==> config.mk <==
export PLATFORM = sky130hd
export DESIGN_NAME = wptr_handler_flat
export DESIGN_NICKNAME = d
export VERILOG_FILES = /design/src/rtl/wptr_handler_if.sv /design/src/rtl/wptr_handler.sv /design/src/flat_wrapper.sv
export SDC_FILE = /design/constraint.sdc
export NUM_CORES = 1
export LEC_CHECK = 0
export ABC_CLOCK_PERIOD_IN_PS = 2500
export CAP_MARGIN = 20
export CORE_MARGIN = 5
export CORE_UTILIZATION = 30
export DETAILED_ROUTE_END_ITERATION = 10
export HOLD_SLACK_MARGIN = 0.06
export PLACE_DENSITY = 0.69
export SYNTH_ARGS = -nofsm -noshare
export SYNTH_HDL_FRONTEND = slang
export SYNTH_SLANG_ARGS = --single-unit
==> constraint.sdc <==
create_clock -name wclk -period 2.5 [get_ports wclk]
set_clock_uncertainty 0.2 [all_clocks]
set_input_delay 0.5 -clock wclk [delete_from_list [all_inputs] [get_ports wclk]]
set_output_delay 0.5 -clock wclk [all_outputs]
set_load 0.01 [all_outputs]
==> src/rtl/wptr_handler_if.sv <==
// Write-side FIFO pointer bus: write request, synchronised read pointer, overflow clear,
// and the address, pointer and status flags returned by the write pointer handler.
interface wptr_handler_if #(
    parameter int ADDR_SIZE = 12
);
    logic                 winc;
    logic [ADDR_SIZE:0]   rptr_s;
    logic                 wclr_ovf;
    logic [ADDR_SIZE-1:0] waddr;
    logic [ADDR_SIZE:0]   wptr;
    logic                 wFull;
    logic                 wAlmostFull;
    logic [ADDR_SIZE:0]   wLevel;
    logic                 wOverflow;

    modport master (
        output winc, rptr_s, wclr_ovf,
        input  waddr, wptr, wFull, wAlmostFull, wLevel, wOverflow
    );

    modport slave (
        input  winc, rptr_s, wclr_ovf,
        output waddr, wptr, wFull, wAlmostFull, wLevel, wOverflow
    );
endinterface

==> src/rtl/wptr_handler.sv <==
// Async-FIFO write pointer handler: binary/Gray write pointer, full and sticky overflow flags.
// Optional fill level and almost-full logic is compiled in when WPTR_ALMOST_FULL_EN is defined.
module wptr_handler #(
    parameter int ADDR_SIZE    = 12,
    parameter int AFULL_MARGIN = 4
) (
    input  logic          wclk,
    input  logic          wrst,
    wptr_handler_if.slave bus
);
    logic [ADDR_SIZE:0] r_wbin;
    logic [ADDR_SIZE:0] r_wptr;
    logic               r_wfull;
    logic               r_wovf;
    logic [ADDR_SIZE:0] w_wbinnext;
    logic [ADDR_SIZE:0] w_wgraynext;
    logic [ADDR_SIZE:0] w_rptr_full;
    logic               w_full_next;
    logic               w_ovf_next;

    assign w_wbinnext  = r_wbin + {{ADDR_SIZE{1'b0}}, (bus.winc & ~r_wfull)};
    assign w_wgraynext = (w_wbinnext >> 1) ^ w_wbinnext;

    // Full when the write pointer has lapped the read pointer by exactly one depth;
    // in Gray code that is the read pointer with its two MSBs inverted.
    assign w_rptr_full = {~bus.rptr_s[ADDR_SIZE:ADDR_SIZE-1], bus.rptr_s[ADDR_SIZE-2:0]};
    assign w_full_next = (w_wgraynext == w_rptr_full);

    // Setting dominates a simultaneous clear so no rejected write goes unreported.
    assign w_ovf_next  = (bus.winc & r_wfull) | (r_wovf & ~bus.wclr_ovf);

    always_ff @(posedge wclk) begin
        if (!wrst) begin
            r_wbin  <= '0;
            r_wptr  <= '0;
            r_wfull <= 1'b0;
            r_wovf  <= 1'b0;
        end else begin
            r_wbin  <= w_wbinnext;
            r_wptr  <= w_wgraynext;
            r_wfull <= w_full_next;
            r_wovf  <= w_ovf_next;
        end
    end

`ifdef WPTR_ALMOST_FULL_EN
    localparam int unsigned AFULL_TH_I = (1 << ADDR_SIZE) - AFULL_MARGIN;
    localparam logic [ADDR_SIZE:0] AFULL_TH = AFULL_TH_I[ADDR_SIZE:0];

    function automatic logic [ADDR_SIZE:0] gray2bin(input logic [ADDR_SIZE:0] g);
        logic [ADDR_SIZE:0] b;
        b[ADDR_SIZE] = g[ADDR_SIZE];
        for (int i = ADDR_SIZE - 1; i >= 0; i--) begin
            b[i] = b[i+1] ^ g[i];
        end
        return b;
    endfunction

    logic [ADDR_SIZE:0] w_rbin_s;
    logic [ADDR_SIZE:0] w_level_next;
    logic [ADDR_SIZE:0] r_wlevel;
    logic               r_wafull;

    assign w_rbin_s     = gray2bin(bus.rptr_s);
    assign w_level_next = w_wbinnext - w_rbin_s;

    always_ff @(posedge wclk) begin
        if (!wrst) begin
            r_wlevel <= '0;
            r_wafull <= 1'b0;
        end else begin
            r_wlevel <= w_level_next;
            r_wafull <= (w_level_next >= AFULL_TH);
        end
    end

    assign bus.wLevel      = r_wlevel;
    assign bus.wAlmostFull = r_wafull;
`else
    assign bus.wLevel      = '0;
    assign bus.wAlmostFull = 1'b0;
`endif

    assign bus.waddr     = r_wbin[ADDR_SIZE-1:0];
    assign bus.wptr      = r_wptr;
    assign bus.wFull     = r_wfull;
    assign bus.wOverflow = r_wovf;
endmodule
==> src/flat_wrapper.sv <==
// flat-port wrapper written by rule: the top's interface ports become plain ports
module wptr_handler_flat 
#(
    parameter int ADDR_SIZE    = 12,
    parameter int AFULL_MARGIN = 4
)
  (wclk, wrst, bus_winc, bus_rptr_s, bus_wclr_ovf, bus_waddr, bus_wptr, bus_wFull, bus_wAlmostFull, bus_wLevel, bus_wOverflow);
  wptr_handler_if #(.ADDR_SIZE(ADDR_SIZE)) bus_i ();
  input  logic wclk;
  input  logic wrst;
  input wire logic [$bits(bus_i.winc)-1:0] bus_winc;
  input wire logic [$bits(bus_i.rptr_s)-1:0] bus_rptr_s;
  input wire logic [$bits(bus_i.wclr_ovf)-1:0] bus_wclr_ovf;
  output wire logic [$bits(bus_i.waddr)-1:0] bus_waddr;
  output wire logic [$bits(bus_i.wptr)-1:0] bus_wptr;
  output wire logic [$bits(bus_i.wFull)-1:0] bus_wFull;
  output wire logic [$bits(bus_i.wAlmostFull)-1:0] bus_wAlmostFull;
  output wire logic [$bits(bus_i.wLevel)-1:0] bus_wLevel;
  output wire logic [$bits(bus_i.wOverflow)-1:0] bus_wOverflow;
  assign bus_i.winc = bus_winc;
  assign bus_i.rptr_s = bus_rptr_s;
  assign bus_i.wclr_ovf = bus_wclr_ovf;
  assign bus_waddr = bus_i.waddr;
  assign bus_wptr = bus_i.wptr;
  assign bus_wFull = bus_i.wFull;
  assign bus_wAlmostFull = bus_i.wAlmostFull;
  assign bus_wLevel = bus_i.wLevel;
  assign bus_wOverflow = bus_i.wOverflow;
  wptr_handler #(.ADDR_SIZE(ADDR_SIZE), .AFULL_MARGIN(AFULL_MARGIN)) u_core (.wclk(wclk), .wrst(wrst), .bus(bus_i));
endmodule
==> flow_summary.yaml <==
finish:
  final_common_cell: "clkdlybuf4s50_1"
  regArea_um2: 544
  post-route-util_pct: 45.6
  drive_above_1_share_pct: 26.1
  mostFrequentLayoutCells: "clkdlybuf4s50_1, buf_4, dfxtp_1, xnor2_1, and2_1"
  antennaDiodeCount: 0
  num-nets-final: 292
  stdcell_area_um2: 2700
  multi_input_area_um2: 1230
  fillers: 569
  area_delta_synth_final_pct: 47.2
clock_tree:
  clockBufferDepth: 2
  clk-insertion-delay-late_ns: 0.27
  cts.clk_slew.worst_paths_ns: 0.10
  hold_buffers: 0
  cts_buffers: 3
  cts.htree.levels: 1
  clock_sinks: 27
  cts_tree: "built"
  cts-root-buf: "clkbuf_8"
global_route:
  grt_pass1_vias: 1590
  grtUsageTotal_pct: 12.5
  antenna_found_initial: 0
  grt.overflow.total: 0
  grt_pass1_wl_mm: 7.77
  grt_max_degree: 27
synth:
  synth_xor_area_share_pct: 23.1
  synth_compound_area_share_pct: 9.75
  synth.avg_cell_area_um2: 9.32
  synth_adder_area_share_pct: 1.36
  synthesis.area_um2: 1840
  yosysWarnings: 0
  syn_inst: 197
  seq_area_frac_synth_pct: 29.4
  synthArstFlopShare_pct: 0
  synth_top_family_by_area: "simple AND/OR/NAND/NOR gates"
  synth_cell_types: 51
  muxShareOfSynthArea_pct: 1.16
  yosys.area_share.simple_pct: 23.4
  yosys_register_bits: 27
  synth_ff_type: "dfxtp_1"
  synth_edf_count: 0
routing:
  drt_wl_total_mm: 4.66
  wl_per_cell_um: 13.4
  vias: 1606
  viasPerCell: 4.63
  drt_iter0_drc: 86
  drc_errors: 0
  wl_met3_um: 319
  met2_length_mm: 2.23
  ant_nets: 0
  highest_layer: "met4"
  drt-met1-wl_mm: 2.07
  dr.pass1.iters: 4
critical_path:
  crit_family: "XOR/XNOR gates"
  arrival_ns: 2.45
  crit_buf_inv: 1
  critPathRequiredTime_ns: 2.48
  path_cells: "nor2b_4 -> ha_4 -> buf_6 -> nand4_1 -> xor2_2 -> xor3_1 -> xnor2_1 -> o2111ai_1 -> nor4_1"
  crit_type: "flip-flop to flip-flop"
  reg2reg_depth: 9
  crit_path_end_kind: "flip-flop"
  cp_max_fo: 3
  worst_setup_path_start_kind: "flip-flop"
  r2r-end: "u_core.bus.wFull"
  rrSetupSlack_ns: 0.03
  crit_slowest_cell: "xor3_1"
  cp_slowest_stage_delay_ns: 0.41
  reg2reg_from: "u_core.bus.wFull"
power_and_ir_drop:
  p_int_mw: 0.659
  swShare_pct: 25.9
  p_comb_share_pct: 21.2
  finalPower_mw: 0.889
  p_seq_share_pct: 50.2
  power_switching_mw: 0.230
  peakVddDrop_mv: 0.254
  power.density_nw_per_um2: 329
  cellLeakagePower_nw: 1.09
  p_clk_share_pct: 28.6
place:
  portBuffers: 43
  dp_hpwl_mm: 3.57
  post_dp_cell_area_um2: 2520
  place.gp.congestion: 0.915
worst_hold_path:
  min_to: "u_core.bus.wOverflow"
  min_from: "u_core.bus.wOverflow"
  hold_class: "flip-flop to flip-flop"
  whs_path_depth: 2
floorplan:
  die_y_um: 88.2
  rows: 28
  initial_core_util_pct: 31.0
  core_area_um2: 5920
  io_pins: 58
  fp.dieArea_um2: 7780
  dieWidth_um: 88.2
run:
  cap_violations: 0
timing:
  fin_crit_sh_pct: 98.9
  rsz0062_at_grt: "true"
  finalSetupViolCount: 0
  finalCriticalPeriod_ns: 2.47
  max_freq_ghz: 0.404
  whs_ns: 0.283
  drv_slew: 0
  final_hold_viol_count: 0
outcome:
  status: "completed"
[flip-flops by register name, summed over array words and instances (netlist names)]
| register | cells |
|---|---|
| u_core.bus.wptr | 13 |
| u_core.bus.wFull | 1 |
| u_core.bus.wOverflow | 1 |
| u_core.r_wbin | 12 |
[final cells by class]
class                   instances  share of cell area [%]
clock buffers                   4                    1.67
flip-flops and latches         27                    20.1
inverters                       3                   0.417
well taps                      75                    3.47
multi-input cells             152                    45.6
repair buffers                 86                    28.7
[worst reg2reg max path: cells and delay by family (launching register included)]
kind	cells	cell delay, ns
xor gates and xnor gates	3	0.83
and+or+nand+nor	3	0.58
DFF	1	0.37
adders and majority gates	1	0.18
AOI/OAI and AO/OA	1	0.13
buffers and inverters	1	0.09
[how the worst max path moves through the flow]
stage                           startpoint                to  slack, ns  cells past startpoint
after global placement            bus_winc  u_core.bus.wFull      -0.65                     11
after detailed placement          bus_winc  u_core.bus.wFull      -0.66                     11
after CTS                         bus_winc  u_core.bus.wFull       0.02                     11
final                     u_core.bus.wFull  u_core.bus.wFull       0.03                      9
after global routing      u_core.bus.wFull  u_core.bus.wFull      -0.12                      9
after floorplan                   bus_winc  u_core.bus.wFull       0.01                      9
[power by group through the flow]
| stage | Clock (mW) | Sequential, mW | Combinational, mW |
|---|---|---|---|
| 3_5_place_dp | 0 | 0.456 | 0.171 |
| 2_1_floorplan | 0 | 0.457 | 0.102 |
| 6_report | 0.255 | 0.446 | 0.188 |
| 3_3_place_gp | 0 | 0.456 | 0.171 |
| 4_1_cts | 0.270 | 0.448 | 0.184 |
| 5_1_grt | 0.290 | 0.448 | 0.205 |
[synthesized netlist by cell type (2+ instances only)]
cell | n | area share (%)
a21oi_1 | 3 | 0.82
a32oi_1 | 3 | 1.4
and2_1 | 19 | 6.5
buf_2 | 4 | 1.1
buf_4 | 17 | 7.0
buf_6 | 2 | 1.2
clkbuf_1 | 3 | 0.61
dfxtp_1 | 27 | 29
ha_1 | 2 | 1.4
inv_1 | 3 | 0.61
nand2_1 | 8 | 1.6
nand2b_1 | 2 | 0.68
nand3_1 | 6 | 1.6
nand4_1 | 4 | 1.4
nor2_1 | 4 | 0.82
nor2b_1 | 11 | 3.7
nor3_1 | 3 | 0.82
o211ai_1 | 2 | 0.82
o21ai_0 | 5 | 1.4
o22ai_1 | 2 | 0.68
o31ai_1 | 2 | 0.82
xnor2_1 | 21 | 10
xnor3_2 | 3 | 3.9
xor2_1 | 14 | 6.7
[logic make-up after synthesis]
logic type,count (synthesis)
muxes,2
adders and majority gates,2
DFF,27
and+or+nand+nor,69
AOI/OAI and AO/OA,25
xor gates and xnor gates,40
other,1
buffers and inverters,31
[through the flow]
step | std cells | TNS, ns | worst slack [ns]
floorplan | 210 | 0 | 0.0105
global placement | 336 | -4.58 | -0.653
detailed placement | 336 | -5.34 | -0.662
CTS | 346 | 0 | 0.0188
global route | 347 | -0.124 | -0.124
finish | 347 | 0 | 0.0277
[repair_timing]
| item | in CTS | in global routing |
|---|---|---|
| pin swaps | 13 | 6 |
| endpoints found under the setup margin | 8 | 2 |
| setup buffers | 6 | 1 |
| endpoints found under the hold margin | 0 | 0 |
| resized for setup | 15 | 7 |
[per-layer routing]
layer	global-route usage [%]	vias up
met5	0	-
met4	2.61	0
met3	2.23	4
met2	21.4	52
met1	16.5	760
li1	-	790
No activity file was read; power rests on OpenSTA's default activity.
